$ cat config.mk
export PLATFORM = sky130hd
export DESIGN_NAME = spike_aer_encoder
export DESIGN_NICKNAME = d
export VERILOG_FILES = /design/src/rtl/spike_aer_encoder_pkg.sv /design/src/rtl/aer_sync_fifo.sv /design/src/rtl/spike_aer_encoder.sv
export SDC_FILE = /design/constraint.sdc
export NUM_CORES = 1
export LEC_CHECK = 0
export ABC_AREA = 1
export BUFFER_PORTS_ARGS = -buffer_cell sky130_fd_sc_hd__buf_2
export CORE_UTILIZATION = 59
export CTS_CLUSTER_DIAMETER = 120
export DETAILED_ROUTE_END_ITERATION = 12
export PLACE_DENSITY = 0.83
export RECOVER_POWER = 50
export SKIP_CTS_REPAIR_TIMING = 1
export SKIP_LAST_GASP = 1
export SYNTH_ARGS = -nofsm -noshare
export SYNTH_HDL_FRONTEND = slang
export SYNTH_SLANG_ARGS = --single-unit
$ cat constraint.sdc
create_clock -name clk -period 3.52 [get_ports clk]
set_input_delay 0.176 -clock clk [delete_from_list [all_inputs] [get_ports clk]]
set_output_delay 0.176 -clock clk [all_outputs]
set_load 0.02 [all_outputs]
$ cat src/rtl/spike_aer_encoder_pkg.sv
// Shared defaults and helpers for the spike-to-AER encoder and the AER FIFO.
package spike_aer_encoder_pkg;

    localparam int AER_TS_W       = 16;
    localparam int AER_FIFO_DEPTH = 16;
    localparam int DROP_CNT_W     = 16;

    localparam logic [DROP_CNT_W-1:0] DROP_CNT_MAX = '1;

    // A single-neuron layer still needs a 1-bit address field.
    function automatic int addr_width(input int num_neurons);
        return (num_neurons > 1) ? $clog2(num_neurons) : 1;
    endfunction

endpackage

$ cat src/rtl/aer_sync_fifo.sv
// Single-clock FIFO with a combinational head read and an occupancy count.
module aer_sync_fifo #(
    parameter  int DATA_W = 19,
    parameter  int DEPTH  = 16,
    localparam int PTR_W  = $clog2(DEPTH),
    localparam int CNT_W  = PTR_W + 1
) (
    input  logic              clk,
    input  logic              rst,
    input  logic              push,
    input  logic [DATA_W-1:0] wr_data,
    input  logic              pop,
    output logic [DATA_W-1:0] rd_data,
    output logic              valid,
    output logic              full,
    output logic [CNT_W-1:0]  count
);

    logic [DATA_W-1:0] mem [DEPTH];
    logic [PTR_W-1:0]  wr_ptr;
    logic [PTR_W-1:0]  rd_ptr;
    logic              wr_ok;
    logic              rd_ok;

    assign valid = (count != '0);
    assign full  = (count == CNT_W'(DEPTH));
    assign wr_ok = push && !full;
    assign rd_ok = pop && valid;

    // Storage is left unreset; the head is forced to zero while empty instead.
    assign rd_data = valid ? mem[rd_ptr] : '0;

    always_ff @(posedge clk) begin
        if (wr_ok) begin
            mem[wr_ptr] <= wr_data;
        end
    end

    always_ff @(posedge clk or posedge rst) begin
        if (rst) begin
            wr_ptr <= '0;
            rd_ptr <= '0;
            count  <= '0;
        end else begin
            if (wr_ok) wr_ptr <= wr_ptr + 1'b1;
            if (rd_ok) rd_ptr <= rd_ptr + 1'b1;
            case ({wr_ok, rd_ok})
                2'b10:   count <= count + 1'b1;
                2'b01:   count <= count - 1'b1;
                default: count <= count;
            endcase
        end
    end

endmodule

$ cat src/rtl/spike_aer_encoder.sv
// Serialises per-cycle spike vectors into a timestamped address-event stream.
module spike_aer_encoder
    import spike_aer_encoder_pkg::*;
#(
    parameter  int NUM_NEURONS = 8,
    parameter  int ADDR_W      = addr_width(NUM_NEURONS),
    parameter  int TS_W        = AER_TS_W,
    parameter  int DEPTH       = AER_FIFO_DEPTH,
    localparam int CNT_W       = $clog2(DEPTH) + 1
) (
    input  logic                   clk,
    input  logic                   rst,
    input  logic [NUM_NEURONS-1:0] spikes_in,
    input  logic                   clr_stats,
    output logic                   aer_valid,
    input  logic                   aer_ready,
    output logic [ADDR_W-1:0]      aer_addr,
    output logic [TS_W-1:0]        aer_ts,
    output logic [CNT_W-1:0]       fifo_count,
    output logic                   busy,
    output logic                   overflow,
    output logic [DROP_CNT_W-1:0]  drop_cnt
);

    logic [TS_W-1:0]        ts;
    logic [TS_W-1:0]        cap_ts;
    logic [NUM_NEURONS-1:0] pending;
    logic [NUM_NEURONS-1:0] low_oh;
    logic [NUM_NEURONS-1:0] push_oh;
    logic [NUM_NEURONS-1:0] pend_rest;
    logic [ADDR_W-1:0]      push_idx;
    logic                   pend_nz;
    logic                   fifo_full;
    logic                   push;
    logic                   load;
    logic                   drop;

    always_comb begin
        low_oh   = '0;
        push_idx = '0;
        for (int i = NUM_NEURONS - 1; i >= 0; i--) begin
            if (pending[i]) begin
                low_oh    = '0;
                low_oh[i] = 1'b1;
                push_idx  = ADDR_W'(i);
            end
        end
    end

    assign pend_nz   = |pending;
    assign push      = pend_nz && !fifo_full;
    assign push_oh   = push ? low_oh : '0;
    assign pend_rest = pending & ~push_oh;

    // A new vector may load in the same cycle the last pending bit leaves.
    assign load = (|spikes_in) && (pend_rest == '0);
    assign drop = (|spikes_in) && !load;
    assign busy = pend_nz;

    always_ff @(posedge clk or posedge rst) begin
        if (rst) begin
            ts      <= '0;
            cap_ts  <= '0;
            pending <= '0;
        end else begin
            ts <= ts + 1'b1;
            if (load) begin
                pending <= spikes_in;
                cap_ts  <= ts;
            end else begin
                pending <= pend_rest;
            end
        end
    end

    always_ff @(posedge clk or posedge rst) begin
        if (rst) begin
            overflow <= 1'b0;
            drop_cnt <= '0;
        end else if (clr_stats) begin
            overflow <= 1'b0;
            drop_cnt <= drop ? DROP_CNT_W'(1) : '0;
        end else if (drop) begin
            overflow <= 1'b1;
            if (drop_cnt != DROP_CNT_MAX) drop_cnt <= drop_cnt + 1'b1;
        end
    end

    aer_sync_fifo #(
        .DATA_W (ADDR_W + TS_W),
        .DEPTH  (DEPTH)
    ) u_fifo (
        .clk     (clk),
        .rst     (rst),
        .push    (push),
        .wr_data ({push_idx, cap_ts}),
        .pop     (aer_ready),
        .rd_data ({aer_addr, aer_ts}),
        .valid   (aer_valid),
        .full    (fifo_full),
        .count   (fifo_count)
    );

endmodule

==> run summary <==
The mean instance size in the synthesized netlist came out at roughly 12 sq um. The internal power of the cells is about 9.8 mW. The pre-antenna-repair detailed-routing pass consisted of 5 iterations.

At the end of routability-driven placement, the weighted congestion stood at approximately 0.85. The peak ir drop on the vdd network is roughly 0.57 mV. The routed wirelength normalized by instance count came out at between 20 and 25 um. The switching power share of the total came out at about two fifths. For the worst setup path, the data arrival time is approximately 2.9 ns. Traced cell by cell, the critical path runs through inv_2, buf_12, o21ai_0, o221ai_1, nand3_1, a21oi_1, buf_2. After detailed routing, the number of remaining DRC violations is 0. Setup violations remaining at the end of the flow were counted as 0. The relative contribution of sequential cells to total power is around 41%. The number of antenna violations at the first check in global routing is 0. The number of global-route vias before repair came out at between 10000 and 15000. The leading cell type in the layout, fill and taps excluded is sky130_fd_sc_hd__edfxtp_1. Clock skew on the completed layout was measured at between 0.02 and 0.025 ns. The top cell types in the final layout, fill and taps aside, are sky130_fd_sc_hd__edfxtp_1, sky130_fd_sc_hd__nor2_1, sky130_fd_sc_hd__o21ai_0. The clock slew seen by the registers of the worst setup and hold paths came out at ~0.060 ns. The remaining antenna violation count after routing is 0.

The part of the cycle the worst path needs came out at 86.88%. The area of the mapped netlist came out at approximately 15000 sq um. The dominant register cell in the synthesized netlist is sky130_fd_sc_hd__edfxtp_1. The height of the die came out at ~160 um. STA classifies the critical path endpoint as a primary output.

Summed over all failing endpoints, the final setup total negative slack is 0 ns. The first global-routing pass estimated 56.13 mm of wire. The slack of the critical path came out at ~0.46 ns. The half-perimeter wire length of the detailed placement result is ~21 mm.

The area of the die came out at between 20000 and 30000 sq um. The final route contains about 11000 vias. The clock sink count came out at roughly 370. The sequential fraction of the synthesis area came out at a little over 70%.

The CTS tree is yes. The share of async-settable or async-resettable flops after synthesis came out at approximately a fifth. The total count of max-transition violations in the final report came to 63. Counting both buffers and inverters, the worst setup path holds a total of 3. The horizontal extent of the die is about 160 um.

Counting instances, the worst hold path has a depth of 2. The headroom to the max-slew limit is -1.152%. The power density normalized to cell area is between 900 and 1000 nW/um^2. The run finished, with violations left.

The core utilization of the finished layout is between 60% and 70%. The post-place setup slack came out at 1.053 ns. The worst setup path is launched from a register.

The first-iteration detailed-routing DRC count came out at around 1300. The count of port buffers added during placement is 54. The total wire length is between 30 and 40 mm. The number of top-level pins came out at 55. The final standard cell count with taps included and fillers excluded came out at 1699. The latest clock arrival within the worst-skew pair is around 0.53 ns.

The via count normalized by instance count came out at ~6.2. The critical path is of the reg2out type. The count of cells along the worst register-to-register path is 7. The number of buffers on the longest clock path came out at 3. The largest single stage delay on the critical path is around 0.72 ns.

The total routing resource utilization after global routing is between 20% and 30%. The post-layout net count is ~1400. The initial utilization of the core area, before any placement, comes to 60.63%. The maximum net fanout on the critical path came out at 52. The clock network fraction of design power came out at approximately 24%. The layout cell share with drive strength beyond 1 came out at between 10% and 20%. The required time reported for the critical path endpoint came out at approximately 3.3 ns.

The share of the synthesized area in the top cell type is between 50% and 60%. Yosys printed 0 warnings. The maximum frequency from static timing analysis came out at 327.0 MHz. The slew of the pin with the lowest slew margin is around 1.5 ns.

The final count of hold timing violations is 0. The repair_antennas step left the layout with diodes totalling 0. The synthesized design contains 304 enable-type register cells.

The tool flagged a number of max-cap violations equal to 1. The register bit count reported by yosys is 374. The row count came out at 58. Entering global routing, the biggest net connects between 90 and 100 pins. The depth of the CTS H-tree came out at 2.

In the post-synthesis netlist, the biggest area contributors are sky130_fd_sc_hd__edfxtp_1, sky130_fd_sc_hd__dfrtp_1, sky130_fd_sc_hd__o21ai_0, sky130_fd_sc_hd__nor2_1, sky130_fd_sc_hd__o221ai_1. The total nets after synthesis came out at between 1000 and 1500. The combinational cell fraction of total power is a little over a third. The growth of design area from synthesis to finish came out at 12.89%. The count of filler cells inserted in the layout is between 1500 and 2000. The checks that failed: capacitance limit, slew limit. In this run the clock root is driven by a sky130_fd_sc_hd__clkbuf_16.

The largest total area in the synthesized netlist belongs to sky130_fd_sc_hd__edfxtp_1. The core box area is roughly 25000 sq um. The tightest min-delay check is of the in2reg type.

The final critical-path required period came out at 3.058 ns. The count of mapped cells out of synthesis is roughly 1300. The count of cell types in the netlist is 36. The analysis attributes to net switching a power of roughly 6.2 mW.

The clock buffer count from CTS came out at 38. Broken down by cell family, the worst path's largest delay share belongs to compound AO/OA/AOI/OAI gates. The count of placed standard cells including taps is between 1500 and 2000. The leakage power summed over all cells came out at ~6.4 nW. The sum of internal, switching and leakage power is between 15 and 20 mW.

The cell count along the critical path is 7. The cell with the largest stage delay on the worst path is sky130_fd_sc_hd__dfrtp_2. Setup repair after global routing left no endpoint under its margin. The global route total overflow is 0.
power groups by stage:
stage / Clock (mW) / Combinational [mW] / Sequential [mW]
after floorplan: 0 / 3.60 / 6.44
after global placement: 0 / 5.27 / 6.55
after detailed placement: 0 / 5.46 / 6.60
after CTS: 3.91 / 5.52 / 6.52
after global routing: 4.08 / 6.05 / 6.61
final: 3.89 / 5.57 / 6.54
Yosys cell counts (2+ instances only):
master,instances
sky130_fd_sc_hd__nor4_1,3
sky130_fd_sc_hd__o21ai_1,9
sky130_fd_sc_hd__xnor2_1,2
sky130_fd_sc_hd__o221ai_1,56
sky130_fd_sc_hd__nand2_4,2
sky130_fd_sc_hd__edfxtp_1,304
sky130_fd_sc_hd__xor2_1,26
sky130_fd_sc_hd__o21ai_0,186
sky130_fd_sc_hd__a21oi_1,24
sky130_fd_sc_hd__buf_6,2
sky130_fd_sc_hd__inv_2,2
sky130_fd_sc_hd__nand2_1,106
sky130_fd_sc_hd__nand3_2,2
sky130_fd_sc_hd__a31oi_1,2
sky130_fd_sc_hd__nor2_1,227
sky130_fd_sc_hd__a21boi_0,2
sky130_fd_sc_hd__nand2_2,5
sky130_fd_sc_hd__nand4_1,4
sky130_fd_sc_hd__clkinv_1,3
sky130_fd_sc_hd__ha_1,11
sky130_fd_sc_hd__nor2_2,3
sky130_fd_sc_hd__nor3b_1,2
sky130_fd_sc_hd__o22ai_1,21
sky130_fd_sc_hd__nand3_1,58
sky130_fd_sc_hd__buf_2,10
sky130_fd_sc_hd__nor3_1,6
sky130_fd_sc_hd__clkbuf_1,58
sky130_fd_sc_hd__dfrtp_1,70
sky130_fd_sc_hd__inv_1,62
area by class of cell:
class | count | area, sq um | area share [%]
inverters | 67 | 254.0 | 1.465
flip-flops and latches | 374 | 10890 | 62.80
multi-input cells | 763 | 3954 | 22.81
well taps | 330 | 412.9 | 2.382
clock buffers | 43 | 991.0 | 5.717
clock inverters | 25 | 205.2 | 1.184
repair buffers | 97 | 631.9 | 3.645
flip-flops by register name, indices dropped and copies added (netlist names):
name / cells
u_fifo.rd_ptr: 4
overflow: 1
drop_cnt: 16
u_fifo.mem: 304
cap_ts: 16
ts: 16
u_fifo.count: 5
u_fifo.wr_ptr: 4
pending: 8
worst paths after layout:
| kind | from | to | slack, ns |
|---|---|---|---|
| min in group asynchronous | rst | u_fifo.count[3]$_DFFE_PP0P_ | 0.17 |
| hold / removal | clr_stats | overflow$_DFFE_PP0P_ | 0.04 |
| max in group asynchronous | rst | ts[12]$_DFF_PP0_ | 1.55 |
| setup / recovery | u_fifo.rd_ptr[1]$_DFFE_PP0P_ | aer_addr[2] | 0.46 |
| setup reg to reg | u_fifo.count[1]$_DFFE_PP0P_ | u_fifo.mem[7][3]$_DFFE_PP_ | 0.82 |
| hold reg to reg | ts[14]$_DFF_PP0_ | ts[14]$_DFF_PP0_ | 0.47 |
logic make-up after synthesis:
| logic type | count (synthesis) | share of synthesized area, % |
|---|---|---|
| adders and majority gates | 12 | 1.027 |
| xor gates and xnor gates | 28 | 1.597 |
| buffers and inverters | 138 | 3.553 |
| AOI/OAI and AO/OA | 301 | 11.42 |
| DFF | 374 | 70.86 |
| and+or+nand+nor | 422 | 11.55 |
layer usage:
| metal | track usage (%) | vias to the layer above | share of wire [%] |
|---|---|---|---|
| li1 | - | 4707 | - |
| met3 | 6.755 | 99 | 10 |
| met4 | 11.34 | 0 | 3.5 |
| met2 | 44.61 | 663 | 48 |
| met5 | 0 | - | 0 |
| met1 | 36.88 | 5113 | 38 |
per-stage QoR:
step,hold WS (ns),area (sq um)
floorplan,0.3082,15350
global placement,0.1044,16090
detailed placement,0.1067,16090
CTS,-0.4449,17290
global route,0.03126,17330
finish,0.04069,17330
Power figures use the tool's default switching activity.
